File: src/rtl/wm8978_i2s_rx_pkg.sv
// Shared types and constants for the WM8978 ADC I2S receiver.
package wm8978_i2s_rx_pkg;

  typedef enum logic [1:0] {
    IDLE,
    WAIT_LEFT,
    CAPTURE
  } state_t;

  // Largest supported word length; sizes the bit counter.
  localparam int WL_MAX = 31;
  localparam int CNT_W  = $clog2(WL_MAX + 1);

  // Channel encoding follows the LRC level: low = left, high = right.
  localparam logic CH_LEFT  = 1'b0;
  localparam logic CH_RIGHT = 1'b1;

endpackage

File: src/rtl/wm8978_i2s_rx_sync_edge.sv
// Synchroniser for one asynchronous codec line, plus a history flop that
// turns the synced level into a single-clk rising-edge pulse.
module i2s_sync_edge #(
  parameter int SYNC_STAGES = 2
) (
  input  logic clk,
  input  logic rst_n,
  input  logic din,
  output logic level,
  output logic rise
);

  logic [SYNC_STAGES-1:0] sync_q;
  logic                   hist_q;

  // Shift the raw input through the synchroniser chain and keep one cycle of history.
  always_ff @(posedge clk or negedge rst_n) begin
    if (!rst_n) begin
      sync_q <= '0;
      hist_q <= 1'b0;
    end else begin
      // NOTE: non-blocking assignments make every stage sample its
      // predecessor's pre-edge value, which is what forms the chain.
      sync_q <= {sync_q[SYNC_STAGES-2:0], din};
      hist_q <= sync_q[SYNC_STAGES-1];
    end
  end

  assign level = sync_q[SYNC_STAGES-1];
  assign rise  = level & ~hist_q;

endmodule

File: src/rtl/wm8978_i2s_rx.sv
// WM8978 ADC I2S receiver: oversamples BCLK/LRC/ADCDAT in the clk domain,
// reassembles MSB-first words and emits coherent left/right pairs.
module wm8978_i2s_rx
  import wm8978_i2s_rx_pkg::*;
#(
  parameter int WL          = 24,
  parameter int SYNC_STAGES = 2
) (
  input  logic          clk,
  input  logic          rst_n,
  input  logic          cfg_done,
  input  logic          aud_bclk,
  input  logic          aud_lrc,
  input  logic          aud_adcdat,
  output logic [WL-1:0] left_data,
  output logic [WL-1:0] right_data,
  output logic          data_valid,
  output logic          frame_err
);

  localparam logic [CNT_W-1:0] WL_CNT  = CNT_W'(WL);
  localparam logic [CNT_W-1:0] WL_LAST = CNT_W'(WL - 1);

  logic bclk_rise, lrc_s, dat_s;
  logic bclk_level_unused, lrc_rise_unused, dat_rise_unused;

  i2s_sync_edge #(.SYNC_STAGES(SYNC_STAGES)) u_sync_bclk (
    .clk(clk), .rst_n(rst_n), .din(aud_bclk),
    .level(bclk_level_unused), .rise(bclk_rise)
  );

  i2s_sync_edge #(.SYNC_STAGES(SYNC_STAGES)) u_sync_lrc (
    .clk(clk), .rst_n(rst_n), .din(aud_lrc),
    .level(lrc_s), .rise(lrc_rise_unused)
  );

  i2s_sync_edge #(.SYNC_STAGES(SYNC_STAGES)) u_sync_dat (
    .clk(clk), .rst_n(rst_n), .din(aud_adcdat),
    .level(dat_s), .rise(dat_rise_unused)
  );

  state_t           state_q, state_d;
  logic [CNT_W-1:0] bit_cnt_q;
  logic [WL-1:0]    shift_q, left_stage_q, shift_next;
  logic             lrc_last_q, ch_q, left_ok_q, pend_q;

  logic lrc_chg, start_left, half_chg, half_err, shift_en, word_done;

  // An LRC change only counts when observed at a BCLK rise.
  assign lrc_chg    = bclk_rise && (lrc_s != lrc_last_q);
  assign shift_next = {shift_q[WL-2:0], dat_s};

  // State register.
  always_ff @(posedge clk or negedge rst_n) begin
    if (!rst_n) state_q <= IDLE;
    else        state_q <= state_d;
  end

  // Next-state logic; losing cfg_done always forces IDLE.
  always_comb begin
    state_d = state_q;
    if (!cfg_done) begin
      state_d = IDLE;
    end else begin
      case (state_q)
        IDLE:      state_d = WAIT_LEFT;
        WAIT_LEFT: if (start_left) state_d = CAPTURE;
        CAPTURE:   state_d = CAPTURE;
        default:   state_d = IDLE;
      endcase
    end
  end

  // Per-state control strobes that drive the capture datapath.
  always_comb begin
    // NOTE: every combinational output gets a default up front so no path
    // through the case leaves it unassigned and a latch is never inferred.
    start_left = 1'b0;
    half_chg   = 1'b0;
    half_err   = 1'b0;
    shift_en   = 1'b0;
    word_done  = 1'b0;
    case (state_q)
      WAIT_LEFT: start_left = lrc_chg && (lrc_s == CH_LEFT);
      CAPTURE: begin
        half_chg  = lrc_chg;
        half_err  = lrc_chg && (bit_cnt_q < WL_CNT);
        shift_en  = bclk_rise && !lrc_chg && (bit_cnt_q < WL_CNT);
        word_done = shift_en && (bit_cnt_q == WL_LAST);
      end
      default: ;
    endcase
  end

  // Capture datapath: shifting, staging the left word and publishing pairs.
  always_ff @(posedge clk or negedge rst_n) begin
    if (!rst_n) begin
      // NOTE: the shift and staging registers are reset as well, so the
      // outputs and any later pair are deterministic from power-up.
      bit_cnt_q    <= '0;
      shift_q      <= '0;
      left_stage_q <= '0;
      lrc_last_q   <= 1'b0;
      ch_q         <= CH_LEFT;
      left_ok_q    <= 1'b0;
      pend_q       <= 1'b0;
      left_data    <= '0;
      right_data   <= '0;
      data_valid   <= 1'b0;
      frame_err    <= 1'b0;
    end else begin
      data_valid <= 1'b0;
      frame_err  <= 1'b0;
      if (bclk_rise) lrc_last_q <= lrc_s;

      if (!cfg_done) begin
        // Abandon everything in flight silently; published outputs hold.
        bit_cnt_q <= '0;
        shift_q   <= '0;
        left_ok_q <= 1'b0;
        pend_q    <= 1'b0;
      end else begin
        if (start_left) begin
          bit_cnt_q <= '0;
          shift_q   <= '0;
          ch_q      <= CH_LEFT;
        end

        // A completed right word is published one clk after its last bit.
        if (pend_q) begin
          left_data  <= left_stage_q;
          right_data <= shift_q;
          data_valid <= 1'b1;
          left_ok_q  <= 1'b0;
          pend_q     <= 1'b0;
        end

        if (half_chg) begin
          // New half-frame: this rise carries the old word's trailing bit.
          if (half_err) begin
            frame_err <= 1'b1;
            left_ok_q <= 1'b0;
          end
          bit_cnt_q <= '0;
          shift_q   <= '0;
          ch_q      <= lrc_s;
        end else if (shift_en) begin
          shift_q   <= shift_next;
          bit_cnt_q <= bit_cnt_q + CNT_W'(1);
          if (word_done) begin
            if (ch_q == CH_LEFT) begin
              left_stage_q <= shift_next;
              left_ok_q    <= 1'b1;
            end else if (ch_q == CH_RIGHT && left_ok_q) begin
              pend_q <= 1'b1;
            end
          end
        end
      end
    end
  end

endmodule

File: config.mk
export PLATFORM = sky130hd
export DESIGN_NAME = wm8978_i2s_rx
export DESIGN_NICKNAME = d
export VERILOG_FILES = /design/src/rtl/wm8978_i2s_rx_pkg.sv /design/src/rtl/wm8978_i2s_rx_sync_edge.sv /design/src/rtl/wm8978_i2s_rx.sv
export SDC_FILE = /design/constraint.sdc
export NUM_CORES = 1
export LEC_CHECK = 0
export BUFFER_PORTS_ARGS = -buffer_cell sky130_fd_sc_hd__buf_4
export CAP_MARGIN = 5
export CORE_ASPECT_RATIO = 2
export CORE_MARGIN = 1
export CORE_UTILIZATION = 30
export DETAILED_ROUTE_END_ITERATION = 7
export PLACE_DENSITY = 0.56
export SYNTH_ARGS = -nofsm -noshare
export SYNTH_HDL_FRONTEND = slang
export SYNTH_SLANG_ARGS = --single-unit
export TNS_END_PERCENT = 10
File: constraint.sdc
create_clock -name clk -period 2.26 [get_ports clk]
set_input_delay 0.339 -clock clk [delete_from_list [all_inputs] [get_ports clk]]
set_output_delay 0.339 -clock clk [all_outputs]
set_load 0.05 [all_outputs]
==> results_tabular.tex, run 1 <==
\begin{tabular}{lr}
\hline
Metric & Value \\
\hline
\multicolumn{2}{l}{\textbf{Outcome}} \\
\quad Status & completed \\
\multicolumn{2}{l}{\textbf{Worst setup path}} \\
\quad Cell Chain, Critical Path & inv\_1, ha\_1, nand3b\_1, nor4\_4, buf\_4, mux2\_2 \\
\quad Critical-path maximum fanout & 7 \\
\quad Signal arrival time at the worst endpoint & 2.35 ns \\
\quad Reg-to-reg slack, setup & 0.20 ns \\
\quad Capturing element type of the critical path & flip-flop \\
\quad Kind of launch point of the worst setup path & flip-flop \\
\quad Classification of the worst setup path & reg2reg \\
\quad Number of cell instances on the worst register-to-register path & 6 \\
\quad CP max stage delay & 0.41 ns \\
\quad CP max stage cell & sky130\_fd\_sc\_hd\_\_nor4\_4 \\
\quad Required time at the worst-slack endpoint & 2.55 ns \\
\quad Startpoint of the worst-slack reg-to-reg timing path & state\_q[0] \\
\quad Terminus of the critical flop-to-flop path & left\_stage\_q[0] \\
\multicolumn{2}{l}{\textbf{GRT}} \\
\quad Total overflow reported by the global router & 0 \\
\quad Overall routing resource usage & 12.4\% \\
\quad Wire length of the first global-routing pass & 14100 um \\
\quad Antenna violations before repair & 0 \\
\quad Pin count of the biggest net entering global routing & 53 \\
\quad Number of global-route vias before repair & 2818 \\
\multicolumn{2}{l}{\textbf{Worst hold path}} \\
\quad Hold\_sp & aud\_bclk \\
\quad Endpoint of the worst hold-timing path & u\_sync\_bclk.sync\_q[0] \\
\quad Worst Hold Depth & 1 \\
\quad Worst min-delay path class & in2reg \\
\multicolumn{2}{l}{\textbf{Floorplanning}} \\
\quad Die area & 15300 um2 \\
\quad Standard cell core area & 14400 um2 \\
\quad Die H & 174 um \\
\quad Starting density of the core & 30.9\% \\
\quad Die boundary width & 87.9 um \\
\quad Num ports & 56 \\
\quad Num rows & 62 \\
\multicolumn{2}{l}{\textbf{Pwr}} \\
\quad Power per standard cell area & 898 nW/um2 \\
\quad Maximum resistive drop on vdd & 0.000549 V \\
\quad Reported leakage power & 2.94 nW \\
\multicolumn{2}{l}{\textbf{Cells and area}} \\
\quad Total number of nets in the final design & 363 \\
\quad Number of cells in the finished layout apart from fillers & 558 \\
\quad Number of fill cells & 1336 \\
\quad Final antenna diode count & 0 \\
\quad Share of layout cells above drive strength 1 & 44.0\% \\
\quad Layout overhead on the synthesized area & 30.2\% \\
\multicolumn{2}{l}{\textbf{Logic synthesis}} \\
\quad Synthesized instance count & 282 \\
\quad Per-instance average area after synthesis & 15.7 um2 \\
\quad Synthesized netlist net count & 292 \\
\quad Portion of netlist area occupied by mux cells & 19.5\% \\
\quad Sequential-to-total area share from yosys stat & 65.6\% \\
\quad XOR/XNOR share of the synthesized area & 0.961\% \\
\quad Simple-gate share of the synthesized area & 4.29\% \\
\quad Count of different cell masters after synthesis & 33 \\
\quad Combinational family with the most area after synthesis & multiplexers \\
\quad Number of flip-flops and latches in the synthesized netlist & 116 \\
\quad Post-synthesis share of cell area spent on full adders, half adders and majority gates & 1.13\% \\
\quad Post-synthesis compound-gate area fraction & 6.39\% \\
\quad Total number of yosys warnings & 0 \\
\quad Cell Area, Synth & 4430 um2 \\
\multicolumn{2}{l}{\textbf{Timing}} \\
\quad Number of setup violations in the final report & 0 \\
\quad Top achievable clock speed & 485 MHz \\
\quad Period Utilization, post-route & 91.3\% \\
\quad Count of final hold-check violations & 0 \\
\quad Measured slew at the worst slew-check pin & 0.504 ns \\
\quad Worst rel slew slack & 66.3\% \\
\quad Setup Total Neg Slack & 0 ns \\
\quad Worst Skew & 0.00802 ns \\
\quad Min Tclk post-route & 2.06 ns \\
\quad RSZ-0062 raised after global routing & no \\
\quad Final Slew Violations & 0 \\
\multicolumn{2}{l}{\textbf{Clock tree}} \\
\quad Total CTS buffers & 17 \\
\quad Clk sink count & 116 \\
\quad Skew-Pair Late Insertion Delay & 0.41 ns \\
\quad Number of H-tree levels & 4 \\
\quad CTS-repair resized insts & 0 \\
\quad Number of buffers added for setup after CTS & 0 \\
\quad Clock Path Buffers & 2 \\
\quad Root Buffer & sky130\_fd\_sc\_hd\_\_clkbuf\_16 \\
\quad Clock tree from TritonCTS & built \\
\quad Clock-pin transition on the worst setup and hold timing paths & 0.06 ns \\
\quad Number of hold buffers added after CTS & 1 \\
\multicolumn{2}{l}{\textbf{Detailed routing}} \\
\quad Via count & 2579 \\
\quad Vias per cell & 4.62 \\
\quad WL/cell & 15.2 um \\
\quad DRC violation count after routing & 0 \\
\quad Drt first pass iters & 4 \\
\quad Antenna violation net count after detailed routing & 0 \\
\quad Final Routed Wirelength & 8500 um \\
\quad Number of violations reported at the end of detailed-routing iteration 0 & 117 \\
\multicolumn{2}{l}{\textbf{Placement}} \\
\quad Port Buffers & 55 \\
\quad Placed cells & 525 \\
\quad DP HPWL & 5770 um \\
\quad Placer's final routability congestion estimate & 0.758 \\
\multicolumn{2}{l}{\textbf{Run}} \\
\quad Count of max-cap constraint violations & 0 \\
\hline
\end{tabular}
[registers in the layout (all words and copies together) (netlist names), 2 cells and up]
signal and cells:
u_sync_bclk.sync_q 2, state_q 2, left_data 24, bit_cnt_q 5, left_stage_q 24, u_sync_dat.sync_q 2
shift_q 24, right_data 24, u_sync_lrc.sync_q 2
[where the power goes]
part	leakage, nW	internal, W	switching [W]
clock network	0.291	0.00187	0.000938
registers	1.60	0.00211	0.0000246
logic	1.05	0.0000834	0.000154
total	2.94	0.00406	0.00112
[layer usage]
metal	share of wire (%)	GRT usage [%]
met1	38	13.2
met2	57	21.8
met3	3.2	3.76
met4	1.5	5.53
met5	0	0
[metrics by stage]
stage | total power [W] | cell area [um2] | util [%] | hold slack [ns] | setup WS, ns
CTS | 0.00524 | 5770 | 40.2 | 0.0230 | 0.198
global placement | 0.00239 | 5130 | 35.8 | 0.308 | 0.283
detailed placement | 0.00241 | 5130 | 35.8 | 0.319 | 0.212
floorplan | 0.00231 | 4430 | - | 0.0434 | 0.293
finish | 0.00518 | 5770 | 40.2 | 0.0401 | 0.197
global route | 0.00536 | 5770 | 40.2 | 0.0254 | 0.0532
[logic make-up (layout without fill, tap and decap cells)]
kind of cell | count (synthesis) | in the layout
compound gates | 33 | 33
xor+xnor | 4 | 4
fa+ha+maj | 4 | 4
buf+inv | 18 | 102
flops | 116 | 116
mux | 77 | 77
simple gates | 30 | 30
[layout by cell type, fill, tap and decap left out, drive strengths merged, types with 5 or more instances in the layout]
cell type	n
mux2	75
dfrtp	116
clkinvlp	5
clkbuf	19
a22o	27
buf	66
nand2	6
[layout make-up]
class	count	area [um2]	area share [%]
flip-flops and latches	116	2900	50.3
inverters	3	11.3	0.195
multi-input cells	148	1430	24.8
clock buffers	19	443	7.68
well taps	192	240	4.17
clock inverters	13	181	3.15
repair buffers	67	556	9.63
[critical path, delay by kind of cell, from the launching register on]
| kind | cells | cell delay [ns] |
|---|---|---|
| flops | 1 | 0.39 |
| fa+ha+maj | 1 | 0.22 |
| simple gates | 2 | 0.65 |
| buf+inv | 2 | 0.33 |
| mux | 1 | 0.35 |
[worst max path at each step]
stage               startpoint  depth (start not counted)  slack [ns]          endpoint
floorplan           state_q[0]                          6        0.29  left_stage_q[17]
CTS                 state_q[0]                          6        0.20   left_stage_q[0]
finish              state_q[0]                          6        0.20   left_stage_q[0]
global placement    state_q[0]                          6        0.28  left_stage_q[20]
detailed placement  state_q[0]                          6        0.21   left_stage_q[0]
global route        state_q[0]                          6        0.05  left_stage_q[19]
[cells in the mapped netlist]
cell                       count  share of area [%]
sky130_fd_sc_hd__xor2_2        1               0.37
sky130_fd_sc_hd__ha_1          4                1.1
sky130_fd_sc_hd__mux2_2       61                 16
sky130_fd_sc_hd__nand2_1       6               0.51
sky130_fd_sc_hd__buf_6         2               0.51
sky130_fd_sc_hd__o21a_1        1               0.17
sky130_fd_sc_hd__clkbuf_1      6               0.51
sky130_fd_sc_hd__nor2b_1       2               0.28
sky130_fd_sc_hd__buf_4         2               0.34
sky130_fd_sc_hd__and4_1        3               0.59
sky130_fd_sc_hd__buf_2         4               0.45
sky130_fd_sc_hd__a21oi_1       1               0.11
sky130_fd_sc_hd__o22ai_1       1               0.14
sky130_fd_sc_hd__or2_1         1               0.14
sky130_fd_sc_hd__nor3b_1       1               0.17
sky130_fd_sc_hd__nor4_1        2               0.28
sky130_fd_sc_hd__nand2b_1      4               0.57
sky130_fd_sc_hd__inv_1         3               0.25
sky130_fd_sc_hd__mux2_1       14                3.6
sky130_fd_sc_hd__and3b_1       1               0.20
sky130_fd_sc_hd__a22o_1       27                5.3
sky130_fd_sc_hd__dfrtp_1     116                 66
sky130_fd_sc_hd__a21boi_0      1               0.17
sky130_fd_sc_hd__nand3_1       4               0.45
sky130_fd_sc_hd__xnor2_1       3               0.59
sky130_fd_sc_hd__nand4b_1      1               0.20
sky130_fd_sc_hd__buf_1         1              0.085
sky130_fd_sc_hd__nand3b_1      1               0.17
sky130_fd_sc_hd__nor2_1        3               0.25
sky130_fd_sc_hd__o211a_1       1               0.23
sky130_fd_sc_hd__nor4_4        1               0.48
sky130_fd_sc_hd__mux2i_1       2               0.45
sky130_fd_sc_hd__a221o_1       1               0.23
Note: power is estimated with default switching activity, not from simulation.
==> run 2: changes to the inputs <==
--- a/config.mk
+++ b/config.mk
@@ -9,9 +9,9 @@
 export CAP_MARGIN = 5
 export CORE_ASPECT_RATIO = 2
 export CORE_MARGIN = 1
-export CORE_UTILIZATION = 30
+export CORE_UTILIZATION = 57
 export DETAILED_ROUTE_END_ITERATION = 7
-export PLACE_DENSITY = 0.56
+export PLACE_DENSITY = 0.88
 export SYNTH_ARGS = -nofsm -noshare
 export SYNTH_HDL_FRONTEND = slang
 export SYNTH_SLANG_ARGS = --single-unit
==> run 2 against run 1 <==
Effect of this change:
- via count is 0.39% higher
- total power is 9.1% lower
- non-clock buffer count is 3 lower
- critical path depth stayed put
- count of clock-buffer cells in the layout is 3 higher
- die area is 47% lower
- sequential power hardly changed
==> results_tabular.tex, run 2 (synthesis results as in run 1) <==
\begin{tabular}{lr}
\hline
Metric & Value \\
\hline
\multicolumn{2}{l}{\textbf{Outcome}} \\
\quad Status & completed \\
\multicolumn{2}{l}{\textbf{Timing}} \\
\quad RSZ-0062 raised after global routing & no \\
\quad Top achievable clock speed & 481 MHz \\
\quad Worst rel slew slack & 61.0\% \\
\quad Measured slew at the worst slew-check pin & 0.585 ns \\
\quad Worst setup slack after layout & 0.182 ns \\
\quad Setup Total Neg Slack & 0 ns \\
\quad Number of setup violations in the final report & 0 \\
\quad Min Tclk post-route & 2.08 ns \\
\quad Worst hold margin & 0.0281 ns \\
\quad Count of final hold-check violations & 0 \\
\quad Worst Skew & 0.00828 ns \\
\quad Period Utilization, post-route & 91.9\% \\
\quad Final Slew Violations & 0 \\
\multicolumn{2}{l}{\textbf{Worst setup path}} \\
\quad Startpoint of the worst-slack reg-to-reg timing path & state\_q[0] \\
\quad Kind of launch point of the worst setup path & flip-flop \\
\quad Classification of the worst setup path & reg2reg \\
\quad Signal arrival time at the worst endpoint & 2.35 ns \\
\quad Critical-path maximum fanout & 16 \\
\quad Capturing element type of the critical path & flip-flop \\
\quad Required time at the worst-slack endpoint & 2.54 ns \\
\quad Origin of the worst setup path & state\_q[0] \\
\multicolumn{2}{l}{\textbf{Run}} \\
\quad Count of max-cap constraint violations & 0 \\
\multicolumn{2}{l}{\textbf{Cells and area}} \\
\quad Top library cells by usage in the layout, fill and taps aside & 116 x sky130\_fd\_sc\_hd\_\_dfrtp\_1, 61 x sky130\_fd\_sc\_hd\_\_mux2\_2, 60 x sky130\_fd\_sc\_hd\_\_buf\_4, 27 x sky130\_fd\_sc\_hd\_\_a22o\_1, 17 x sky130\_fd\_sc\_hd\_\_clkbuf\_16 \\
\quad Share of layout cells above drive strength 1 & 42.5\% \\
\quad Number of fill cells & 502 \\
\quad Final antenna diode count & 0 \\
\quad Most common cell after layout, fill and taps aside & sky130\_fd\_sc\_hd\_\_dfrtp\_1 \\
\quad Share of the core filled with cells in the final layout & 73.0\% \\
\quad Layout overhead on the synthesized area & 24.4\% \\
\quad Total number of nets in the final design & 360 \\
\multicolumn{2}{l}{\textbf{Pwr}} \\
\quad Cell-internal power & 0.00369 W \\
\quad Reported leakage power & 2.90 nW \\
\quad Maximum resistive drop on vdd & 0.000727 V \\
\quad Net Switching & 0.00101 W \\
\quad Clock network fraction of total power & 49.8\% \\
\quad Power per standard cell area & 854 nW/um2 \\
\quad Combinational power share & 4.8\% \\
\quad Reg power frac & 45.4\% \\
\quad Switching share of power & 21.5\% \\
\multicolumn{2}{l}{\textbf{Clock tree}} \\
\quad CTS-repair resized insts & 0 \\
\quad Number of H-tree levels & 4 \\
\quad Total CTS buffers & 17 \\
\quad Clk sink count & 116 \\
\quad Number of hold buffers added after CTS & 0 \\
\quad Clock Path Buffers & 2 \\
\quad Root Buffer & sky130\_fd\_sc\_hd\_\_clkbuf\_16 \\
\quad Clock-pin transition on the worst setup and hold timing paths & 0.05 ns \\
\quad Skew-Pair Late Insertion Delay & 0.40 ns \\
\quad Number of buffers added for setup after CTS & 0 \\
\quad Clock tree from TritonCTS & built \\
\multicolumn{2}{l}{\textbf{Placement}} \\
\quad Place WS & 0.200 ns \\
\quad Port Buffers & 55 \\
\quad DP HPWL & 5220 um \\
\quad Placer's final routability congestion estimate & 0.895 \\
\multicolumn{2}{l}{\textbf{Worst hold path}} \\
\quad Worst min-delay path class & in2async \\
\multicolumn{2}{l}{\textbf{GRT}} \\
\quad Number of global-route vias before repair & 2645 \\
\quad Antenna violations before repair & 0 \\
\quad Total overflow reported by the global router & 0 \\
\quad Overall routing resource usage & 23.3\% \\
\quad Pin count of the biggest net entering global routing & 117 \\
\quad Wire length of the first global-routing pass & 13800 um \\
\multicolumn{2}{l}{\textbf{Floorplanning}} \\
\quad Starting density of the core & 58.7\% \\
\quad Die boundary width & 64.3 um \\
\quad Num rows & 45 \\
\quad Die area & 8150 um2 \\
\quad Num ports & 56 \\
\quad Standard cell core area & 7540 um2 \\
\quad Die H & 127 um \\
\multicolumn{2}{l}{\textbf{Detailed routing}} \\
\quad Antenna violation net count after detailed routing & 0 \\
\quad Final Routed Wirelength & 8660 um \\
\quad Number of violations reported at the end of detailed-routing iteration 0 & 227 \\
\quad WL/cell & 19.1 um \\
\quad Drt first pass iters & 4 \\
\quad DRC violation count after routing & 0 \\
\quad Via count & 2589 \\
\quad Vias per cell & 5.70 \\
\hline
\end{tabular}
run 2: cell count changes in the layout (fill, tap and decap cells not counted), sizes merged:
| cell | previous run | this run |
|---|---|---|
| inv | 4 | 3 |
| clkinvlp | 5 | 0 |
| buf | 66 | 64 |
| bufinv | 4 | 1 |
| clkbuf | 19 | 22 |
| clkinv | 3 | 6 |
| dlygate4sd3 | 1 | 0 |
run 2: metal layers:
metal / global-route usage (%) / part of all wire (%) / up-vias
li1: - / - / 1153
met1: 27.1 / 39 / 1330
met2: 38.5 / 54 / 79
met3: 4.86 / 3.1 / 27
met4: 14.5 / 4.0 / 0
met5: 0 / 0 / -
run 2: layout make-up:
cell class	count	area, um2	area share [%]
multi-input cells	148	1430	26.0
well taps	94	118	2.13
clock buffers	22	454	8.24
clock inverters	7	60.1	1.09
repair buffers	64	531	9.63
flip-flops and latches	116	2900	52.7
inverters	3	11.3	0.204
run 2: final timing paths:
path,endpoint,slack [ns],cells after the start
worst max register to register,left_stage_q[19],0.18,6
worst max-delay path,left_stage_q[19],0.18,6
worst min-delay path,left_data[19],0.03,2
max in group asynchronous,left_data[11],1.81,2
worst min register to register,u_sync_dat.sync_q[1],0.35,0
min in group clk,u_sync_dat.sync_q[0],0.04,1
run 2: worst max-delay path: stages (launching register included):
cell and delay, ns:
sky130_fd_sc_hd__dfrtp_1 0.38, sky130_fd_sc_hd__inv_1 0.10, sky130_fd_sc_hd__ha_1 0.22, sky130_fd_sc_hd__nand3b_1 0.23
sky130_fd_sc_hd__nor4_4 0.42, sky130_fd_sc_hd__buf_12 0.21, sky130_fd_sc_hd__mux2_2 0.38
run 2: power groups by stage:
stage | combinational [W] | sequential (W) | clock, W
after floorplan | 0.000154 | 0.00216 | 0
after global routing | 0.000259 | 0.00213 | 0.00247
final | 0.000227 | 0.00213 | 0.00234
after CTS | 0.000228 | 0.00213 | 0.00238
after detailed placement | 0.000226 | 0.00217 | 0
after global placement | 0.000212 | 0.00216 | 0
run 2: through the flow:
stage,instance area [um2],total power (W),instances
floorplan,4430,0.00231,282
finish,5510,0.00470,454
detailed placement,4990,0.00239,425
global placement,4990,0.00238,425
CTS,5510,0.00474,454
global route,5510,0.00487,454
